### src/rtl/keypad_pkg.sv
// Shared types and helpers for the 4x4 keypad scanner.
// Key codes are {row[1:0], col[1:0]}, which equals the flat bit index row*4+col.
package keypad_pkg;

    localparam int KP_ROWS = 4;
    localparam int KP_COLS = 4;

    typedef logic [3:0] key_code_t;

    typedef enum logic [1:0] {
        RELEASED,
        PRESS_DB,
        HELD,
        REL_DB
    } key_state_t;

    typedef enum logic [1:0] {
        SCAN_NONE,
        SCAN_SINGLE,
        SCAN_MULTI
    } scan_result_t;

    typedef struct packed {
        scan_result_t kind;
        key_code_t    code;
    } scan_t;

    // Classify one complete scan; bit index of a hit is directly its key code.
    function automatic scan_t classify(input logic [KP_ROWS*KP_COLS-1:0] hits);
        scan_t      res;
        logic [4:0] n;
        res.kind = SCAN_NONE;
        res.code = '0;
        n        = '0;
        for (int i = 0; i < KP_ROWS*KP_COLS; i++) begin
            if (hits[i]) begin
                n        = n + 5'd1;
                res.code = key_code_t'(i);
            end
        end
        if (n == 5'd1) begin
            res.kind = SCAN_SINGLE;
        end else if (n != 5'd0) begin
            res.kind = SCAN_MULTI;
        end
        return res;
    endfunction

endpackage

### src/rtl/keypad_sync.sv
// Parameterized-width two-flop synchronizer for asynchronous inputs.
module keypad_sync #(
    parameter int WIDTH = 4
) (
    input  logic             clk,
    input  logic             nRst,
    input  logic [WIDTH-1:0] d,
    output logic [WIDTH-1:0] q
);

    logic [WIDTH-1:0] meta;

    // NOTE: non-blocking assignments let both flops sample their inputs on the same edge,
    // so the chain really is two stages deep regardless of statement order.
    always_ff @(posedge clk or negedge nRst) begin
        if (!nRst) begin
            meta <= '0;
            q    <= '0;
        end else begin
            meta <= d;
            q    <= meta;
        end
    end

endmodule

### src/rtl/keypad_scanner.sv
// 4x4 keypad scanner: row drive, column sampling, whole-scan debounce, valid/ready delivery.
// Optional auto-repeat of a held key is enabled by defining KEYPAD_REPEAT_EN.
module keypad_scanner
    import keypad_pkg::*;
#(
    parameter int unsigned SETTLE_CYCLES  = 16,
    parameter int unsigned DEBOUNCE_SCANS = 4,
    parameter int unsigned REPEAT_SCANS   = 32
) (
    input  logic               clk,
    input  logic               nRst,
    input  logic [KP_COLS-1:0] col_i,
    output logic [KP_ROWS-1:0] row_o,
    output logic               key_valid,
    input  logic               key_ready,
    output key_code_t          key_code,
    output logic               overrun
);

    if (SETTLE_CYCLES < 4 || SETTLE_CYCLES > 255 || DEBOUNCE_SCANS < 1 ||
        DEBOUNCE_SCANS > 15 || REPEAT_SCANS < 1) begin : g_param_check
        $error("keypad_scanner: parameter out of range");
    end

    localparam logic [7:0] SETTLE_LAST = 8'(SETTLE_CYCLES - 1);
    localparam logic [3:0] DEB         = 4'(DEBOUNCE_SCANS);

    logic [KP_COLS-1:0]         col_sync;
    logic [1:0]                 row_q;
    logic [7:0]                 settle_q;
    logic [KP_ROWS*KP_COLS-1:0] hits_q;
    logic                       scan_done_q;
    logic                       last_settle;
    scan_t                      scan_res;

    key_state_t state_q, state_d;
    logic [3:0] count_q, count_d;
    key_code_t  cand_q, cand_d;
    logic       press_accept;
    logic       rep_accept;
    logic       accept;
    key_code_t  accept_code;
    logic       handshake;

    keypad_sync #(.WIDTH(KP_COLS)) u_col_sync (
        .clk  (clk),
        .nRst (nRst),
        .d    (col_i),
        .q    (col_sync)
    );

    // ---------------- scan engine ----------------
    assign last_settle = (settle_q == SETTLE_LAST);
    assign scan_res    = classify(hits_q);

    // NOTE: the hit matrix is only sixteen flops, so it is reset like any other state;
    // a scan straight after reset then sees stale-free data.
    always_ff @(posedge clk or negedge nRst) begin
        if (!nRst) begin
            row_q       <= '0;
            settle_q    <= '0;
            hits_q      <= '0;
            scan_done_q <= 1'b0;
        end else begin
            scan_done_q <= 1'b0;
            if (last_settle) begin
                settle_q                             <= '0;
                row_q                                <= row_q + 2'd1;
                hits_q[row_q*KP_COLS +: KP_COLS]     <= col_sync;
                scan_done_q                          <= (row_q == 2'(KP_ROWS - 1));
            end else begin
                settle_q <= settle_q + 8'd1;
            end
        end
    end

    // ---------------- key FSM: state register ----------------
    always_ff @(posedge clk or negedge nRst) begin
        if (!nRst) begin
            state_q <= RELEASED;
            count_q <= '0;
            cand_q  <= '0;
        end else begin
            state_q <= state_d;
            count_q <= count_d;
            cand_q  <= cand_d;
        end
    end

    // ---------------- key FSM: next state ----------------
    // NOTE: every output of this block gets a default before any branch, so no path
    // leaves a signal unassigned and no latch is inferred.
    always_comb begin
        state_d      = state_q;
        count_d      = count_q;
        cand_d       = cand_q;
        press_accept = 1'b0;
        if (scan_done_q) begin
            unique case (state_q)
                RELEASED: begin
                    if (scan_res.kind == SCAN_SINGLE) begin
                        cand_d  = scan_res.code;
                        count_d = 4'd1;
                        state_d = PRESS_DB;
                        if (count_d == DEB) begin
                            press_accept = 1'b1;
                            state_d      = HELD;
                            count_d      = '0;
                        end
                    end
                end
                PRESS_DB: begin
                    if (scan_res.kind == SCAN_SINGLE) begin
                        if (scan_res.code == cand_q) begin
                            count_d = count_q + 4'd1;
                        end else begin
                            cand_d  = scan_res.code;
                            count_d = 4'd1;
                        end
                        if (count_d == DEB) begin
                            press_accept = 1'b1;
                            state_d      = HELD;
                            count_d      = '0;
                        end
                    end else begin
                        state_d = RELEASED;
                        count_d = '0;
                    end
                end
                HELD: begin
                    if (scan_res.kind == SCAN_NONE) begin
                        count_d = 4'd1;
                        state_d = REL_DB;
                        if (count_d == DEB) begin
                            state_d = RELEASED;
                            count_d = '0;
                        end
                    end
                end
                REL_DB: begin
                    if (scan_res.kind == SCAN_NONE) begin
                        count_d = count_q + 4'd1;
                        if (count_d == DEB) begin
                            state_d = RELEASED;
                            count_d = '0;
                        end
                    end else begin
                        state_d = HELD;
                        count_d = '0;
                    end
                end
            endcase
        end
    end

`ifdef KEYPAD_REPEAT_EN
    localparam int REP_W = $clog2(REPEAT_SCANS + 1);

    logic [REP_W-1:0] rep_q, rep_d;

    // Counts full scans spent in HELD; the acceptance scan itself does not count.
    always_comb begin
        rep_d      = rep_q;
        rep_accept = 1'b0;
        if (state_q != HELD || state_d != HELD) begin
            rep_d = '0;
        end else if (scan_done_q) begin
            if (rep_q == REP_W'(REPEAT_SCANS - 1)) begin
                rep_accept = 1'b1;
                rep_d      = '0;
            end else begin
                rep_d = rep_q + 1'b1;
            end
        end
    end

    always_ff @(posedge clk or negedge nRst) begin
        if (!nRst) begin
            rep_q <= '0;
        end else begin
            rep_q <= rep_d;
        end
    end
`else
    assign rep_accept = 1'b0;
`endif

    // ---------------- key FSM: outputs ----------------
    always_comb begin
        row_o        = '0;
        row_o[row_q] = 1'b1;
        accept       = press_accept | rep_accept;
        accept_code  = press_accept ? cand_d : cand_q;
    end

    // ---------------- delivery handshake ----------------
    assign handshake = key_valid & key_ready;

    always_ff @(posedge clk or negedge nRst) begin
        if (!nRst) begin
            key_valid <= 1'b0;
            key_code  <= '0;
            overrun   <= 1'b0;
        end else begin
            if (accept && (!key_valid || handshake)) begin
                key_valid <= 1'b1;
                key_code  <= accept_code;
            end else if (handshake) begin
                key_valid <= 1'b0;
            end
            // A press landing in the same cycle as a handshake takes the freed slot.
            if (handshake) begin
                overrun <= 1'b0;
            end else if (accept && key_valid) begin
                overrun <= 1'b1;
            end
        end
    end

endmodule

### config.mk
export PLATFORM = sky130hd
export DESIGN_NAME = keypad_scanner
export DESIGN_NICKNAME = d
export VERILOG_FILES = /design/src/rtl/keypad_pkg.sv /design/src/rtl/keypad_sync.sv /design/src/rtl/keypad_scanner.sv
export SDC_FILE = /design/constraint.sdc
export NUM_CORES = 1
export LEC_CHECK = 0
export ABC_CLOCK_PERIOD_IN_PS = 9000
export BUFFER_PORTS_ARGS = -buffer_cell sky130_fd_sc_hd__buf_2
export CELL_PAD_IN_SITES_DETAIL_PLACEMENT = 1
export CELL_PAD_IN_SITES_GLOBAL_PLACEMENT = 2
export CORE_MARGIN = 5
export CORE_UTILIZATION = 36
export CTS_CLUSTER_SIZE = 14
export DETAILED_ROUTE_END_ITERATION = 7
export HOLD_SLACK_MARGIN = 0.02
export PLACE_DENSITY_LB_ADDON = 0.1
export SLEW_MARGIN = 20
export SYNTH_ARGS = -nofsm -noshare
export SYNTH_HDL_FRONTEND = slang
export SYNTH_SLANG_ARGS = --single-unit
### constraint.sdc
create_clock -name clk -period 9 [get_ports clk]
set_input_delay 1.35 -clock clk [delete_from_list [all_inputs] [get_ports clk]]
set_output_delay 1.35 -clock clk [all_outputs]
set_load 0.05 [all_outputs]
==> flow_metrics.env, run 1 <==
export IMPL_holdWs_ns=0.349
export IMPL_dominantRegCellSynth="dfrtp_1"
export IMPL_leakagePower_uw=0.00240
export IMPL_syn_inst=461
export IMPL_max_slew_margin_pct=52.0
export IMPL_hold_class="reg2reg"
export IMPL_die_h_um=117
export IMPL_grt_pass1_vias=3785
export IMPL_ir_worst_vdd_uv=150
export IMPL_async_flop_share_pct=100
export IMPL_cap_violations=0
export IMPL_diodes=0
export IMPL_ys_seq_elements=51
export IMPL_core_area_sq_um=11300
export IMPL_overflow=0
export IMPL_drt_antenna_violating_nets=0
export IMPL_fmaxAchievable_mhz=113
export IMPL_slowest_stage="dfrtp_1"
export IMPL_clkTransAtPathRegs_ns=0.07
export IMPL_gp_congestion=0.788
export IMPL_setup_viol=0
export IMPL_status="completed"
export IMPL_cp_required_ns=9.18
export IMPL_via_per_inst=5.18
export IMPL_io_pins=17
export IMPL_avgSynthCellArea_sq_um=8.92
export IMPL_cts_buffer_depth=2
export IMPL_cts_tree="built"
export IMPL_drtIter0Drc=116
export IMPL_synth_edf_count=0
export IMPL_endpoint_kind="register"
export IMPL_worstMarginPinSlew_ns=0.714
export IMPL_clockRootBuffer="clkbuf_16"
export IMPL_worstSetupPathType="reg2reg"
export IMPL_clkPwrFrac_pct=15.5
export IMPL_switching_power_uw=565
export IMPL_power_share_switching_pct=39.5
export IMPL_antenna_found_initial=0
export IMPL_dieArea_sq_um=13700
export IMPL_post_route_min_period_ns=8.86
export IMPL_fin_worst_skew_ns=0.00446
export IMPL_dieWidth_um=117
export IMPL_internal_power_uw=865
export IMPL_routed_wl_um=11100
export IMPL_path_common_cell="ha_4"
export IMPL_fin_nets=571
export IMPL_first_pass_iters=4
export IMPL_grt_util_all_layers_pct=16.7
export IMPL_fp_row_count=39
export IMPL_p_per_area_nw_per_um2=270
export IMPL_wl_per_cell_um=16.3
export IMPL_grt_pass1_wl_um=18300
export IMPL_min_period_over_period_pct=98.4
export IMPL_dp_hpwl_um=7580
export IMPL_yosysWarningCount=0
export IMPL_critical_path_max_fanout=6
export IMPL_synth_cell_type_count=67
export IMPL_cpPeakStageDelay_ns=0.42
export IMPL_areaGrowthSynthToFinish_pct=28.9
export IMPL_drc=0
export IMPL_grt_max_degree=52
export IMPL_clock_sinks=51
export IMPL_seqPwrFrac_pct=17.0
export IMPL_clk_latency_ns=0.29
export IMPL_synth_nets=494
export IMPL_finalPower_uw=1430
export IMPL_timing_final_max_slew_violations=0
export IMPL_synth_cell_area_sq_um=4110
export IMPL_rsz0062_at_grt="yes"
export IMPL_cts_buffers=5
export IMPL_route_vias_total=3534
export IMPL_start_kind="register"
export IMPL_portBuffers=16
export IMPL_hold_violations=0
export IMPL_cts_htree_levels=2
export IMPL_drive_gt1_share_pct=30.4
export IMPL_ys_seq_area_share_pct=31.0
export IMPL_start_util_pct=36.3
export IMPL_cp_data_arrival_time_ns=9.04
export IMPL_power_frac_comb_pct=67.4
[repair_timing]
| item | in CTS | in global routing |
|---|---|---|
| gates resized for setup | 17 | 45 |
| setup endpoints to repair | 16 | 16 |
| hold buffers | 0 | 0 |
| pin swaps | 18 | 38 |
| buffers inserted | 34 | 8 |
[per-stage QoR]
stage          area [sq um]  instances  setup WS (ns)  util [%]  setup TNS, ns
2_1_floorplan          4110        461         0.0555         -              0
3_5_place_dp           4540        637         -0.400      40.1          -3.93
6_report               5300        682          0.144      46.9              0
4_1_cts                5050        679        0.00812      44.6              0
5_1_grt                5300        682         -0.250      46.9          -2.12
3_3_place_gp           4540        637         0.0152      40.1              0
[flip-flops by register name, indices dropped and copies added, names as in the netlist]
register and flops:
u_col_sync.meta 4, row_q 2, key_valid 1, hits_q 16, u_col_sync.q 4, cand_q 4, scan_done_q 1, overrun 1
state_q 2, key_code 4, count_q 4, settle_q 8
[path summary, 6_finish.rpt]
path / start / to / slack (ns) / cells past startpoint
setup / recovery: hits_q[1] / key_code[2] / 0.14 / 48
hold / removal: u_col_sync.meta[2] / u_col_sync.q[2] / 0.35 / 0
setup reg to reg: hits_q[1] / key_code[2] / 0.14 / 48
hold reg to reg: u_col_sync.meta[2] / u_col_sync.q[2] / 0.35 / 0
max in group asynchronous: nRst / cand_q[0] / 7.40 / 2
min in group asynchronous: nRst / count_q[1] / 1.16 / 2
[synthesized netlist by cell type (3+ instances only)]
master / number / share of area [%]
inv_1: 20 / 1.8
nor2b_1: 4 / 0.61
and2_1: 5 / 0.76
nand3_1: 16 / 1.9
nor3_1: 9 / 1.1
nor4_1: 3 / 0.46
a31oi_1: 5 / 0.76
nor2_1: 24 / 2.2
o211ai_1: 3 / 0.55
nand2b_1: 3 / 0.46
xnor2_1: 22 / 4.7
ha_1: 26 / 7.9
or2_1: 3 / 0.46
o21ai_0: 26 / 3.2
a21oi_1: 22 / 2.7
nand2_1: 80 / 7.3
clkbuf_1: 5 / 0.46
xnor2_2: 7 / 2.8
o31ai_1: 3 / 0.55
buf_2: 6 / 0.73
mux2i_1: 8 / 1.9
o22a_1: 3 / 0.64
xor3_1: 4 / 2.3
dfrtp_1: 51 / 31
o21a_1: 4 / 0.73
o21bai_1: 4 / 0.73
or3_1: 5 / 0.76
nand3b_1: 3 / 0.55
nor3b_1: 7 / 1.3
xor2_2: 4 / 1.6
xor2_1: 21 / 4.5
a311o_1: 3 / 0.73
o21ai_1: 3 / 0.36
mux2_4: 5 / 1.8
[layout make-up]
type	count	area (sq um)
fillers	1297	6020
multi-input cells	373	2990
flip-flops and latches	51	1280
repair buffers	85	606
well taps	143	179
clock buffers	6	129
inverters	22	82.6
clock inverters	2	38.8
[power groups by stage]
stage	Clock (uW)	Sequential (uW)	Combinational, uW
3_5_place_dp	0	248	623
4_1_cts	230	243	778
6_report	222	244	964
2_1_floorplan	0	243	443
3_3_place_gp	0	247	608
5_1_grt	241	245	1040
[critical path, delay by kind of cell (launching register included)]
family | cells | cell delay (ns)
AOI/OAI and AO/OA | 10 | 1.23
xor gates and xnor gates | 1 | 0.29
adders and majority gates | 13 | 3.35
buffers and inverters | 3 | 0.18
DFF | 1 | 0.42
muxes | 4 | 1.01
and+or+nand+nor | 17 | 2.25
[cells in the final DEF, fill, tap and decap left out, types with 4 or more instances in the layout]
| cell type | netlist | layout |
|---|---|---|
| nand3_1 | 16 | 16 |
| xnor2_2 | 7 | 7 |
| nand2_1 | 80 | 71 |
| inv_1 | 20 | 17 |
| xnor2_1 | 22 | 22 |
| and2_1 | 5 | 5 |
| nand2_2 | 0 | 6 |
| ha_4 | 0 | 9 |
| o21a_1 | 4 | 4 |
| xor2_2 | 4 | 4 |
| nor3_1 | 9 | 9 |
| xor2_1 | 21 | 20 |
| mux2_4 | 5 | 7 |
| or3_1 | 5 | 5 |
| mux2i_1 | 8 | 7 |
| nor2_1 | 24 | 19 |
| inv_2 | 2 | 5 |
| dfrtp_1 | 51 | 51 |
| ha_1 | 26 | 16 |
| a31oi_1 | 5 | 5 |
| o21bai_1 | 4 | 4 |
| buf_4 | 2 | 67 |
| clkbuf_16 | 0 | 5 |
| a21oi_1 | 22 | 19 |
| nor3b_1 | 7 | 7 |
| buf_2 | 6 | 16 |
| o21ai_0 | 26 | 24 |
| xor3_1 | 4 | 4 |
[cells by family after synthesis]
logic type      count (synthesis)  share of synthesized area [%]
mux                            15                           4.32
fa+ha+maj                      26                           7.91
simple gates                  174                           20.6
compound gates                 98                           15.5
flops                          51                           31.0
buf+inv                        37                           3.74
xor+xnor                       60                           16.9
[layer usage]
layer	vias to the layer above	track usage (%)	routed length [um]
met4	0	4.66	146
met5	-	0	0
li1	1763	-	-
met1	1739	21.6	5140
met2	21	29.2	5690
met3	11	2.21	149
Power figures use the tool's default switching activity.
==> inputs of run 2 (changes only) <==
- ABC_CLOCK_PERIOD_IN_PS: 9000 -> 7650
- clock period: 9 -> 7.65 ns (I/O delays scaled with it)
==> run 2 against run 1 <==
Against the previous run: the run now ends with negative setup slack left; maximum frequency up 1.8%; via count up 1.3%; wire length down 4.1%; highest routed layer unchanged; largest cell class unchanged.
==> flow_metrics.env, run 2 (synthesized netlist as in run 1, its figures left out) <==
export IMPL_top_register="hits_q"
export IMPL_first_pass_iters=6
export IMPL_start_util_pct=36.3
export IMPL_fp_row_count=39
export IMPL_via_per_inst=5.14
export IMPL_cts_hold_buf=0
export IMPL_die_h_um=117
export IMPL_dp_slack_ns=-1.39
export IMPL_drc=0
export IMPL_route_vias_total=3580
export IMPL_io_pins=17
export IMPL_routed_wl_um=10700
export IMPL_fmaxAchievable_mhz=115
export IMPL_areaGrowthSynthToFinish_pct=32.8
export IMPL_final_cell_mix="80 x buf_4, 69 x nand2_1, 51 x dfrtp_1"
export IMPL_fin_nets=586
export IMPL_cts_tree="built"
export IMPL_min_period_over_period_pct=114
export IMPL_grt_pass1_vias=3860
export IMPL_grt_util_all_layers_pct=16.4
export IMPL_post_route_min_period_ns=8.70
export IMPL_clkTransAtPathRegs_ns=0.07
export IMPL_setup_slack_ns=-1.05
export IMPL_ir_worst_vdd_uv=138
export IMPL_start_kind="register"
export IMPL_worstMarginPinSlew_ns=0.878
export IMPL_setup_viol=16
export IMPL_antenna_found_initial=0
export IMPL_core_area_sq_um=11300
export IMPL_cp_required_ns=7.83
export IMPL_clk_latency_ns=0.30
export IMPL_clockRootBuffer="clkbuf_16"
export IMPL_drive_gt1_share_pct=33.8
export IMPL_wl_per_cell_um=15.3
export IMPL_path_common_cell="ha_4"
export IMPL_layout_commonest_cell="buf_4"
export IMPL_largest_reg_flops=16
export IMPL_cts_buffer_depth=2
export IMPL_dieWidth_um=117
export IMPL_fin_setup_tns_ns=-15.14
export IMPL_critical_path_max_fanout=4
export IMPL_max_slew_margin_pct=40.9
export IMPL_status="complete, but fails checks"
export IMPL_endpoint_kind="register"
export IMPL_fin_cells=697
export IMPL_drt_antenna_violating_nets=0
export IMPL_hold_violations=0
export IMPL_leakagePower_uw=0.00248
export IMPL_portBuffers=16
export IMPL_cpPeakStageDelay_ns=0.42
export IMPL_cts_buffers=5
export IMPL_clock_sinks=51
export IMPL_cap_violations=0
export IMPL_dp_cells=655
export IMPL_cp_data_arrival_time_ns=8.88
export IMPL_timing_final_max_slew_violations=0
export IMPL_rsz0062_at_grt="yes"
export IMPL_diodes=0
export IMPL_cts_htree_levels=2
export IMPL_overflow=0
export IMPL_dieArea_sq_um=13700
export IMPL_p_per_area_nw_per_um2=309
export IMPL_dp_hpwl_um=7800
export IMPL_worstSetupPathType="reg2reg"
export IMPL_top_regs="hits_q x16, settle_q x8"
export IMPL_slowest_stage="dfrtp_1"
export IMPL_grt_pass1_wl_um=18200
export IMPL_violations="negative setup slack"
export IMPL_grt_max_degree=52
export IMPL_fillers=1328
export IMPL_hold_class="reg2reg"
export IMPL_drtIter0Drc=116
export IMPL_gp_congestion=0.799
export IMPL_fin_worst_skew_ns=0.00680
[run 2: final timing paths]
check	startpoint	end	slack (ns)	cells past startpoint
max	hits_q[1]	key_code[2]	-1.05	49
min	u_col_sync.meta[2]	u_col_sync.q[2]	0.35	0
max reg2reg	hits_q[1]	key_code[2]	-1.05	49
min reg2reg	u_col_sync.meta[2]	u_col_sync.q[2]	0.35	0
max in group asynchronous	nRst	row_q[0]	6.24	2
min in group asynchronous	nRst	count_q[2]	0.97	2
[run 2: timing repair]
item	CTS	global route
setup buffers	27	10
gates resized for setup	14	36
pin swaps	19	34
gates cloned	0	0
setup endpoints to repair	16	16
hold endpoints to repair	0	0
[run 2: per-layer routing]
metal	wire length, um	GRT usage [%]
met5	0	0
met4	141	3.67
met3	225	2.78
met2	5500	29.6
met1	4800	20.4
[run 2: report_power, final]
| group | leakage [uW] | internal, uW | switching, uW |
|---|---|---|---|
| logic | 0.00175 | 612 | 536 |
| registers | 0.000651 | 275 | 9.93 |
| clock network | 0.0000815 | 156 | 102 |
[run 2: cell type report]
cell class                 count  area (sq um)  share of cell area [%]
multi-input combinational    373          3030                    55.5
sequential                    51          1280                    23.4
timing repair buffer         100           726                    13.3
tap                          143           179                    3.27
clock buffer                   6           129                    2.36
inverter                      22          82.6                    1.51
clock inverter                 2          38.8                   0.710
[run 2: through the flow]
| step | power (uW) | hold WS (ns) | util (%) | area [sq um] |
|---|---|---|---|---|
| after floorplan | 869 | 0.331 | - | 4240 |
| after global placement | 1140 | 0.333 | 42.4 | 4800 |
| after detailed placement | 1170 | 0.337 | 42.4 | 4800 |
| after CTS | 1540 | 0.354 | 46.1 | 5220 |
| after global routing | 1810 | 0.372 | 48.3 | 5460 |
| final | 1690 | 0.351 | 48.3 | 5460 |
[run 2: critical path: cells and delay by family (launching register included)]
kind                     cells  cell delay (ns)
AO/OA/AOI/OAI               11             1.41
flip-flops                   1             0.42
adder cells (fa/ha/maj)     14             3.61
multiplexers                 4             0.97
AND/OR/NAND/NOR             17             1.99
buffers and inverters        3             0.16
==> inputs of run 3 (changes only) <==
- ABC_CLOCK_PERIOD_IN_PS: 7650 -> 8400
- BUFFER_PORTS_ARGS: -buffer_cell sky130_fd_sc_hd__buf_2 -> unset
- CORE_UTILIZATION: 36 -> 41
- DONT_BUFFER_PORTS: unset -> 1
- clock period: 7.65 -> 8.4 ns (I/O delays scaled with it)
==> run 3 against run 2 <==
Against the previous run: the flow still finishes with violations (negative setup slack); clock-buffer cell count is 1 lower; global-route usage is 1.8 points higher; setup slack better by 0.75 ns; final cell count is 6.3% lower; sequential share of layout area is 1.3 points higher; die area is 11% lower; largest cell class unchanged.
==> flow_metrics.env, run 3 (synthesized netlist as in run 1, its figures left out) <==
export IMPL_status="complete, but fails checks"
export IMPL_violations="negative setup slack"
export IMPL_cts_tree="built"
export IMPL_areaGrowthSynthToFinish_pct=25.6
export IMPL_critPathTopFamily="adder cells"
export IMPL_fmaxAchievable_mhz=115
export IMPL_fin_util_pct=52.9
export IMPL_die_h_um=110
export IMPL_io_pins=17
export IMPL_timing_final_max_slew_violations=0
export IMPL_drtIter0Drc=103
export IMPL_start_kind="register"
export IMPL_cap_violations=0
export IMPL_fin_nets=552
export IMPL_layout_commonest_cell="nand2_1"
export IMPL_drive_gt1_share_pct=29.4
export IMPL_slowest_stage="dfrtp_1"
export IMPL_hold_class="reg2reg"
export IMPL_gp_congestion=0.801
export IMPL_diodes=0
export IMPL_fin_worst_skew_ns=0.00901
export IMPL_drt_antenna_violating_nets=0
export IMPL_path_common_cell="ha_4"
export IMPL_grt_pass1_vias=3692
export IMPL_rsz0062_at_grt="yes"
export IMPL_fillers=1125
export IMPL_wl_per_cell_um=16.3
export IMPL_final_cell_mix="68 x nand2_1, 61 x buf_4, 51 x dfrtp_1"
export IMPL_grt_max_degree=52
export IMPL_dp_cells=611
export IMPL_critical_path_max_fanout=4
export IMPL_setup_viol=16
export IMPL_holdWs_ns=0.359
export IMPL_top_regs="hits_q x16, settle_q x8"
export IMPL_dp_hpwl_um=7520
export IMPL_dieArea_sq_um=12100
export IMPL_clk_latency_ns=0.32
export IMPL_post_route_min_period_ns=8.70
export IMPL_first_pass_iters=4
export IMPL_clockRootBuffer="clkbuf_8"
export IMPL_clock_sinks=51
export IMPL_cts_buffer_depth=2
export IMPL_endpoint_kind="register"
export IMPL_p_per_area_nw_per_um2=265
export IMPL_fp_row_count=36
export IMPL_core_area_sq_um=9770
export IMPL_top_register="hits_q"
export IMPL_route_vias_total=3462
export IMPL_cpPeakStageDelay_ns=0.43
export IMPL_crit_buf_inv=3
export IMPL_overflow=0
export IMPL_fin_setup_tns_ns=-3.06
export IMPL_grt_util_all_layers_pct=18.2
export IMPL_portBuffers=0
export IMPL_cts_htree_levels=2
export IMPL_drc=0
export IMPL_largest_reg_flops=16
export IMPL_leakagePower_uw=0.00229
export IMPL_ir_worst_vdd_uv=101
export IMPL_max_slew_margin_pct=42.1
export IMPL_routed_wl_um=10700
export IMPL_setup_slack_ns=-0.302
export IMPL_grt_pass1_wl_um=17800
export IMPL_cts_buffers=5
export IMPL_dieWidth_um=110
export IMPL_cp_required_ns=8.61
export IMPL_via_per_inst=5.30
export IMPL_antenna_found_initial=0
export IMPL_fin_cells=653
export IMPL_start_util_pct=42.1
export IMPL_cp_data_arrival_time_ns=8.91
export IMPL_clkTransAtPathRegs_ns=0.10
export IMPL_hold_violations=0
export IMPL_min_period_over_period_pct=104
export IMPL_worstMarginPinSlew_ns=0.861
export IMPL_worstSetupPathType="reg2reg"
==> run 3: final cells by class <==
type                    instances  area, sq um  area share (%)
well taps                     133          166            3.22
inverters                      22         82.6            1.60
repair buffers                 66          514            9.95
clock inverters                 3         23.8           0.460
clock buffers                   5         68.8            1.33
flip-flops and latches         51         1280            24.7
multi-input cells             373         3040            58.8
==> run 3: stage by stage <==
step	cell area, sq um	worst slack, ns	power, uW
3_5_place_dp	4580	-0.685	1010
5_1_grt	5170	-0.730	1480
3_3_place_gp	4580	-0.373	981
6_report	5170	-0.302	1370
2_1_floorplan	4240	-0.155	791
4_1_cts	4970	-0.327	1270
==> run 3: path summary, 6_finish.rpt <==
kind                                    startpoint              end  slack (ns)  depth (start not counted)
max in group asynchronous                     nRst        hits_q[7]        7.66                          0
worst max register to register           hits_q[1]      key_code[3]       -0.30                         49
worst min register to register  u_col_sync.meta[3]  u_col_sync.q[3]        0.36                          0
worst max-delay path                     hits_q[1]      key_code[3]       -0.30                         49
worst min-delay path            u_col_sync.meta[3]  u_col_sync.q[3]        0.36                          0
min in group asynchronous                     nRst       count_q[2]        0.62                          0
==> run 3: metal layers <==
layer	wire [um]	GRT usage [%]	share of wire, %	up-vias
li1	-	-	-	1713
met1	4870	23.9	46	1686
met2	5390	31.9	51	45
met3	207	2.39	1.9	18
met4	189	3.96	1.8	0
met5	0	0	0	-
==> run 3: power by group <==
group	switching (uW)	leakage [uW]	internal, uW
sequential	11.8	0.000651	251
combinational	464	0.00159	491
clock	90.9	0.0000461	60.4
total	567	0.00229	802
==> run 3: repair_timing <==
| action | 4_1_cts | 5_1_grt |
|---|---|---|
| endpoints found under the setup margin | 16 | 16 |
| hold buffers | 0 | 0 |
| pin swaps | 17 | 32 |
| gates resized for setup | 21 | 30 |
| setup buffers | 29 | 9 |
==> run 3: worst reg2reg max path: cells and delay by family (launching register included) <==
kind            cells  cell delay [ns]
compound gates     11             1.45
fa+ha+maj          14             3.56
buf+inv             3             0.17
flops               1             0.43
mux                 4             0.99
simple gates       17             2.03
